### config.mk
export PLATFORM = sky130hd
export DESIGN_NAME = access_code_ctrl
export DESIGN_NICKNAME = d
export VERILOG_FILES = /design/src/rtl/access_code_ctrl.sv
export SDC_FILE = /design/constraint.sdc
export NUM_CORES = 1
export LEC_CHECK = 0
export CORE_MARGIN = 3
export CORE_UTILIZATION = 45
export DETAILED_ROUTE_END_ITERATION = 16
export DONT_BUFFER_PORTS = 1
export PLACE_DENSITY = 0.68
export SYNTH_ARGS = -nofsm -noshare
export SYNTH_HDL_FRONTEND = slang
export SYNTH_SLANG_ARGS = --single-unit
### constraint.sdc
create_clock -name clk -period 2.52 [get_ports clk]
set_input_delay 0.378 -clock clk [delete_from_list [all_inputs] [get_ports clk]]
set_output_delay 0.378 -clock clk [all_outputs]
set_load 0.05 [all_outputs]
### src/rtl/access_code_ctrl.sv
// Keypad access controller: code compare, timed gate window, fail lockout.
// Define ACCESS_TIMEOUT_EN to abort stalled code entry after IDLE_TIMEOUT.
module access_code_ctrl #(
  parameter int CODE_LEN     = 4,
  parameter int DIGIT_W      = 4,
  parameter int OPEN_CYCLES  = 16,
  parameter int MAX_FAILS    = 3,
  parameter int LOCK_CYCLES  = 32,
  parameter int IDLE_TIMEOUT = 64
) (
  input  logic                               clk,
  input  logic                               reset,
  input  logic                               digit_valid,
  input  logic [DIGIT_W-1:0]                 digit,
  input  logic                               start,
  input  logic [CODE_LEN*DIGIT_W-1:0]        code_ref,
  output logic                               gate_open,
  output logic                               locked,
  output logic                               fail_pulse,
  output logic [$clog2(CODE_LEN+1)-1:0]      digit_count,
  output logic [$clog2(MAX_FAILS+1)-1:0]     fail_count
);

  localparam int CLW  = CODE_LEN * DIGIT_W;
  localparam int CW   = $clog2(CODE_LEN + 1);
  localparam int FW   = $clog2(MAX_FAILS + 1);
  localparam int TMAX = (OPEN_CYCLES > LOCK_CYCLES) ? OPEN_CYCLES
                                                    : LOCK_CYCLES;
  localparam int TW   = $clog2(TMAX + 1);

  localparam logic [CW-1:0] C_FULL = CW'(CODE_LEN);
  localparam logic [FW-1:0] C_FMAX = FW'(MAX_FAILS);
  localparam logic [TW-1:0] C_OPEN = TW'(OPEN_CYCLES - 1);
  localparam logic [TW-1:0] C_LOCK = TW'(LOCK_CYCLES - 1);

  if (CODE_LEN < 2 || CODE_LEN > 8 || OPEN_CYCLES < 1 ||
      MAX_FAILS < 1 || LOCK_CYCLES < 1 || IDLE_TIMEOUT < 1)
  begin : g_bad_params
    $error("access_code_ctrl: illegal parameter value");
  end

  typedef enum logic [1:0] {
    S_IDLE, S_ENTRY, S_OPEN, S_LOCK
  } state_t;

  state_t          r_state,  w_state_n;
  logic [CLW-1:0]  r_code,   w_code_n;
  logic [CW-1:0]   r_dcnt,   w_dcnt_n;
  logic [FW-1:0]   r_fcnt,   w_fcnt_n;
  logic [TW-1:0]   r_timer,  w_timer_n;
  logic            r_gate,   w_gate_n;
  logic            r_lock,   w_lock_n;
  logic            r_fpulse, w_fpulse_n;
  logic            w_match;
  logic            w_reject;
  logic [FW-1:0]   w_fcnt_inc;

`ifdef ACCESS_TIMEOUT_EN
  localparam int IW = $clog2(IDLE_TIMEOUT + 1);
  localparam logic [IW-1:0] C_IDLE = IW'(IDLE_TIMEOUT - 1);
  logic [IW-1:0] r_idle, w_idle_n;
`endif

  assign w_match    = (r_dcnt == C_FULL) && (r_code == code_ref);
  assign w_fcnt_inc = r_fcnt + 1'b1;

  always_comb begin
    w_state_n  = r_state;
    w_code_n   = r_code;
    w_dcnt_n   = r_dcnt;
    w_fcnt_n   = r_fcnt;
    w_timer_n  = r_timer;
    w_gate_n   = r_gate;
    w_lock_n   = r_lock;
    w_fpulse_n = 1'b0;
    w_reject   = 1'b0;
`ifdef ACCESS_TIMEOUT_EN
    w_idle_n   = r_idle;
`endif
    unique case (r_state)
      S_IDLE: begin
        if (start) begin
          w_reject = 1'b1;
        end else if (digit_valid) begin
          w_code_n  = CLW'(digit);
          w_dcnt_n  = CW'(1);
          w_state_n = S_ENTRY;
`ifdef ACCESS_TIMEOUT_EN
          w_idle_n  = '0;
`endif
        end
      end
      S_ENTRY: begin
        if (start) begin
          w_code_n = '0;
          w_dcnt_n = '0;
          if (w_match) begin
            w_state_n = S_OPEN;
            w_gate_n  = 1'b1;
            w_timer_n = C_OPEN;
            w_fcnt_n  = '0;
          end else begin
            w_reject = 1'b1;
          end
        end else if (digit_valid) begin
          // A full register holds its code; extra keypresses are dropped.
          if (r_dcnt != C_FULL) begin
            w_code_n = {r_code[CLW-DIGIT_W-1:0], digit};
            w_dcnt_n = r_dcnt + 1'b1;
          end
`ifdef ACCESS_TIMEOUT_EN
          w_idle_n = '0;
        end else if (r_idle == C_IDLE) begin
          w_code_n  = '0;
          w_dcnt_n  = '0;
          w_state_n = S_IDLE;
        end else begin
          w_idle_n = r_idle + 1'b1;
`endif
        end
      end
      S_OPEN: begin
        if (r_timer == '0) begin
          w_gate_n  = 1'b0;
          w_state_n = S_IDLE;
        end else begin
          w_timer_n = r_timer - 1'b1;
        end
      end
      S_LOCK: begin
        if (r_timer == '0) begin
          w_lock_n  = 1'b0;
          w_fcnt_n  = '0;
          w_state_n = S_IDLE;
        end else begin
          w_timer_n = r_timer - 1'b1;
        end
      end
      default: w_state_n = S_IDLE;
    endcase

    if (w_reject) begin
      w_fpulse_n = 1'b1;
      w_fcnt_n   = w_fcnt_inc;
      if (w_fcnt_inc == C_FMAX) begin
        w_state_n = S_LOCK;
        w_lock_n  = 1'b1;
        w_timer_n = C_LOCK;
      end else begin
        w_state_n = S_IDLE;
      end
    end
  end

  always_ff @(posedge clk or negedge reset) begin
    if (!reset) begin
      r_state  <= S_IDLE;
      r_code   <= '0;
      r_dcnt   <= '0;
      r_fcnt   <= '0;
      r_timer  <= '0;
      r_gate   <= 1'b0;
      r_lock   <= 1'b0;
      r_fpulse <= 1'b0;
    end else begin
      r_state  <= w_state_n;
      r_code   <= w_code_n;
      r_dcnt   <= w_dcnt_n;
      r_fcnt   <= w_fcnt_n;
      r_timer  <= w_timer_n;
      r_gate   <= w_gate_n;
      r_lock   <= w_lock_n;
      r_fpulse <= w_fpulse_n;
    end
  end

`ifdef ACCESS_TIMEOUT_EN
  always_ff @(posedge clk or negedge reset) begin
    if (!reset) r_idle <= '0;
    else        r_idle <= w_idle_n;
  end
`endif

  assign gate_open   = r_gate;
  assign locked      = r_lock;
  assign fail_pulse  = r_fpulse;
  assign digit_count = r_dcnt;
  assign fail_count  = r_fcnt;

endmodule

== Yosys cells after proc, flatten, opt, wreduce, memory -nomap -nowiden ==
Index checks and enable logic that the tools add are counted.
W data, S select, Z words.
Storage, ports and cells
  flip-flop bits (word level): 32
  output and inout port bits: 8
  input port bits: 24
  logic and storage cells: 85
Operators by class
  equal/unequal tests: 20
  add/sub/neg operators: 3
  reduce and logical (&&, ||, !) cells: 11
  mux-type cells: 43
Operators by type and width (count)
  $mux W16: 5
  $pmux W16 S2: 1
  $mux W6: 5
  $ne A3 B3 Y1 const B: 8
  $mux W2: 10
  $eq A16 B16 Y1: 1
  $mux W3: 5
  $pmux W6 S2: 1
  $mux W1: 11
  $ne A2 B2 Y1 const B: 5
  $reduce_and A5 Y1: 2
  $reduce_and A4 Y1: 2
  $eq A2 B2 Y1 const B: 3
  $logic_not A6 Y1: 1
  $pmux W2 S3: 1
  $pmux W3 S2: 1
  $sub A6 B1 Y6 const B: 1
  $pmux W1 S2: 2
  $pmux W2 S2: 1
  $reduce_bool A2 Y1: 2
  $add A3 B1 Y3 const B: 1
  $eq A3 B3 Y1 const B: 1
  $ne A3 B1 Y1 const B: 1
  $reduce_bool A3 Y1: 1
  5 further kinds: 5

== Depth between registers and ports, before layout ==
  word-level depth: 7
  depth in mapped cells: 7
  mapped depth without buffers: 6

== Least setup slack after synthesis ==
Ideal clock, no wire load.
  path type: reg2reg
  start point: register r_dcnt[0] (netlist: digit_count[0])
  end point: register r_timer[4]
  data arrival time: 1.959 ns
  path slack: 0.432 ns
  library setup time: 0.129 ns
  data required time: 2.391 ns
  cell stages (with the launch flop): 8
  period minus slack after synthesis: 2.088 ns
  path buffers: 1
  cell sequence: dfrtp_1 inv_1 ha_1 nand3_1 or2_2 or3_1 buf_6 a21boi_1
Between the ends
  cells in the longest elaborated chain, start to end: 7
  elaborated cells between the ends (all ways): 10
  classes of those cells: eq/ne (1); mux (8); reduce/logical (1)
Ends and longest elaborated chain
  start, declared: RTL line 48  | logic [CW-1:0] r_dcnt, w_dcnt_n;
  start signal, assigned: RTL line 168  | r_dcnt <= w_dcnt_n;
  $eq A3 B3 Y1 *: RTL line 64  | assign w_match = (r_dcnt == C_FULL) && (r_code == code_ref);
  $logic_and A1 B1 Y1 *: RTL line 64
  $mux W6: RTL line 97  | if (w_match) begin
  $mux W6: RTL line 94  | if (start) begin
  $pmux W6 S2: RTL line 80  | unique case (r_state)
  $mux W6: RTL line 145  | if (w_fcnt_inc == C_FMAX) begin
  $mux W6 *: RTL line 142  | if (w_reject) begin
  net w_timer_n[4]: RTL line 50  | logic [TW-1:0] r_timer, w_timer_n;
  end signal, assigned: RTL line 170  | r_timer <= w_timer_n;
  end, declared: RTL line 50
Mark *: on every way through the listed nets, which the timed path passes. The rest lies on a longest branch.
A chain may end at the register's enable or synchronous reset.

== Worst setup path in the final report ==
Same ends and word-level chain as after synthesis.

==> results.json <==
{
  "status": "complete, no violations",
  "fin_setup_tns_ns": 0,
  "drc": 0,
  "layout_min_cycle_time_ns": 1.93,
  "dieArea_mm2": 0.00455,
  "num_vias": 1258,
  "min_from": "digit[1]",
  "drt_wl_total_mm": 3.42,
  "grt_max_degree": 33,
  "n_antenna_cell": 0,
  "cp-start-kind": "flop",
  "drtPass1Iterations": 4,
  "skew_ns": 0.00652,
  "grtUsageTotal_pct": 17.4,
  "seq_area_frac_synth_pct": 47.1,
  "min_period_over_period_pct": 76.7,
  "power.switching_mw": 0.851,
  "port_buffers": 0,
  "cts.sinks": 32,
  "grt_pass1_wl_mm": 5.89,
  "hp-class": "input pin to flop",
  "final_util_pct": 54.4,
  "worst_pin_slew_ns": 0.506,
  "finalHoldViolCount": 0,
  "wl_per_cell_um": 15.3,
  "timing.fmax_ghz": 0.518,
  "synth-edff-count": 0,
  "grt_pass1_vias": 1312,
  "die_x_um": 67.4,
  "syn_inst": 170,
  "synthTopCellsByArea": "dfrtp_1 (47%), a22o_1 (6.7%), xor2_1 (5.7%)",
  "cp.arrival_ns": 2.09,
  "rows": 21,
  "initial_core_util_pct": 48.6,
  "gp_congestion": 0.843,
  "cp.required_ns": 2.68,
  "internal_power_mw": 1.29,
  "cellLeakagePower_nw": 0.873,
  "drv_slew": 0,
  "ant_nets": 0,
  "setup_violations": 0,
  "cts_buffers": 5,
  "crit_path_end_kind": "flop",
  "cts_tree": "built",
  "synth-main-ff-cell": "dfrtp_1",
  "ir_drop_mv": 0.461,
  "syn_nets": 199,
  "yosysUniqueCellTypes": 37,
  "cts_htree_levels": 2,
  "die_h_um": 67.4,
  "dp_hpwl_mm": 2.54,
  "crit_start": "digit_count[0]$_DFFE_PN0P_",
  "path_clk_slew_ns": 0.07,
  "p_comb_share_pct": 32.5,
  "clock_latency_ns": 0.28,
  "ys_warn_count": 0,
  "synth_area_per_cell_um2": 9.99,
  "antenna_found_initial": 0,
  "via_per_inst": 5.62,
  "cts-resized-gates": 0,
  "p_total_mw": 2.14,
  "area_growth_pct": 11.9,
  "num_io_pins": 32,
  "grt_setup_unrepaired": "false",
  "drv_cap": 0,
  "clockBufferDepth": 2,
  "core-area_mm2": 0.00349,
  "clock-root-buffer": "clkbuf_8",
  "worstPathMaxFanout": 8,
  "power.density_mw_per_mm2": 1130,
  "drt-initial-drc-count": 72,
  "post_cts.repair.setup_buffers": 0,
  "power_frac_seq_pct": 44.7,
  "synth_top_area_cell": "dfrtp_1",
  "path_class": "flop to flop",
  "grt_overflow": 0,
  "fin_nets": 206,
  "pwr-share-clk_pct": 22.8,
  "relSlewSlack_pct": 66.3,
  "r2r-start": "digit_count[0]$_DFFE_PN0P_",
  "synth-seq-cells": 32,
  "swShare_pct": 39.8,
  "synthesis.area_mm2": 0.00170,
  "drive_gt1_share_pct": 10.7,
  "synth_largest_type_area_fraction_pct": 47.1,
  "postSynth.asyncResetShare_pct": 100
}
[timing repair]
item / CTS / global route
hold buffers: 2 / 0
endpoints found under the hold margin: 32 / 0
endpoints found under the setup margin: 0 / 0
[per-stage QoR]
step	hold WS, ns	cells	area [um^2]	setup WS, ns
global placement	0.0832	214	1760	0.674
floorplan	0.0824	170	1700	0.432
finish	0.224	224	1900	0.588
CTS	0.223	224	1900	0.583
global route	0.222	224	1900	0.484
detailed placement	0.0829	214	1760	0.598
[worst max-delay path, cell delays in order, from the launching register on]
cell	delay, ns
dfrtp_1	0.39
inv_1	0.08
ha_1	0.21
nand3_1	0.11
or2_2	0.33
or3_1	0.51
a21boi_1	0.18
[area by class of cell]
type / count / area (um^2)
well taps: 46 / 57.6
clock buffers: 5 / 68.8
multi-input cells: 122 / 826
flip-flops and latches: 32 / 801
clock inverters: 3 / 42.5
fillers: 319 / 1590
repair buffers: 8 / 75.1
inverters: 8 / 30.0
[routing by layer]
| metal | part of all wire [%] | GRT usage [%] | vias up | wire length, um |
|---|---|---|---|---|
| li1 | - | - | 618 | - |
| met1 | 46 | 21.7 | 604 | 1560 |
| met2 | 47 | 27.5 | 31 | 1600 |
| met3 | 6.4 | 6.49 | 5 | 220 |
| met4 | 1.2 | 6.58 | 0 | 40 |
| met5 | 0 | 0 | - | 0 |
[kinds of logic after synthesis]
kind of cell             Yosys count  share of synthesized area (%)
flip-flops                        32                           47.1
XOR/XNOR                          18                           9.28
AND/OR/NAND/NOR                   54                           16.6
adder cells (fa/ha/maj)            5                           3.68
AO/OA/AOI/OAI                     43                           17.7
buffers and inverters             16                           4.27
multiplexers                       2                           1.25
[sequential cells by signal, indices dropped and copies added (netlist names)]
name / count
gate_open: 1
r_code: 16
fail_count: 2
locked: 1
digit_count: 3
r_timer: 6
fail_pulse: 1
r_state: 2
[cells in the mapped netlist (4+ instances only)]
| cell type | count |
|---|---|
| inv_1 | 8 |
| buf_2 | 4 |
| o21ai_0 | 6 |
| xnor2_1 | 7 |
| ha_1 | 5 |
| a22o_1 | 13 |
| nor2_1 | 8 |
| dfrtp_1 | 32 |
| nor3_1 | 8 |
| nand2_1 | 17 |
| xor2_1 | 11 |
| a21oi_1 | 9 |
| nand3_1 | 8 |
[power groups by stage]
stage	sequential [mW]	clock [mW]	combinational, mW
2_1_floorplan	0.966	0	0.528
3_3_place_gp	0.954	0	0.671
3_5_place_dp	0.966	0	0.685
4_1_cts	0.957	0.498	0.704
5_1_grt	0.985	0.517	0.799
6_report	0.958	0.488	0.696
[final timing paths]
check                                         end  slack [ns]  cells past startpoint
min                         r_code[1]$_DFFE_PN0P_        0.22                      2
min reg2reg                r_code[14]$_DFFE_PN0P_        0.53                      1
max reg2reg                  r_timer[4]$_DFF_PN0_        0.59                      6
min in group asynchronous   r_code[4]$_DFFE_PN0P_        0.53                      2
max                          r_timer[4]$_DFF_PN0_        0.59                      6
max in group asynchronous   gate_open$_DFFE_PN0P_        1.82                      2
[cells in the final DEF, fill, tap and decap left out, types with 3 or more instances in the layout]
cell,netlist,layout
nor3_1,8,8
nand2_1,17,17
ha_1,5,5
a211oi_1,3,3
a31oi_1,3,3
clkbuf_8,0,5
dfrtp_1,32,32
xnor2_1,7,7
inv_1,8,8
o21ai_0,6,6
nor2_1,8,8
nand3_1,8,8
buf_4,0,6
xor2_1,11,11
a22o_1,13,13
a21oi_1,9,9
nor2b_1,3,3
(Power assumes the default switching activity.)
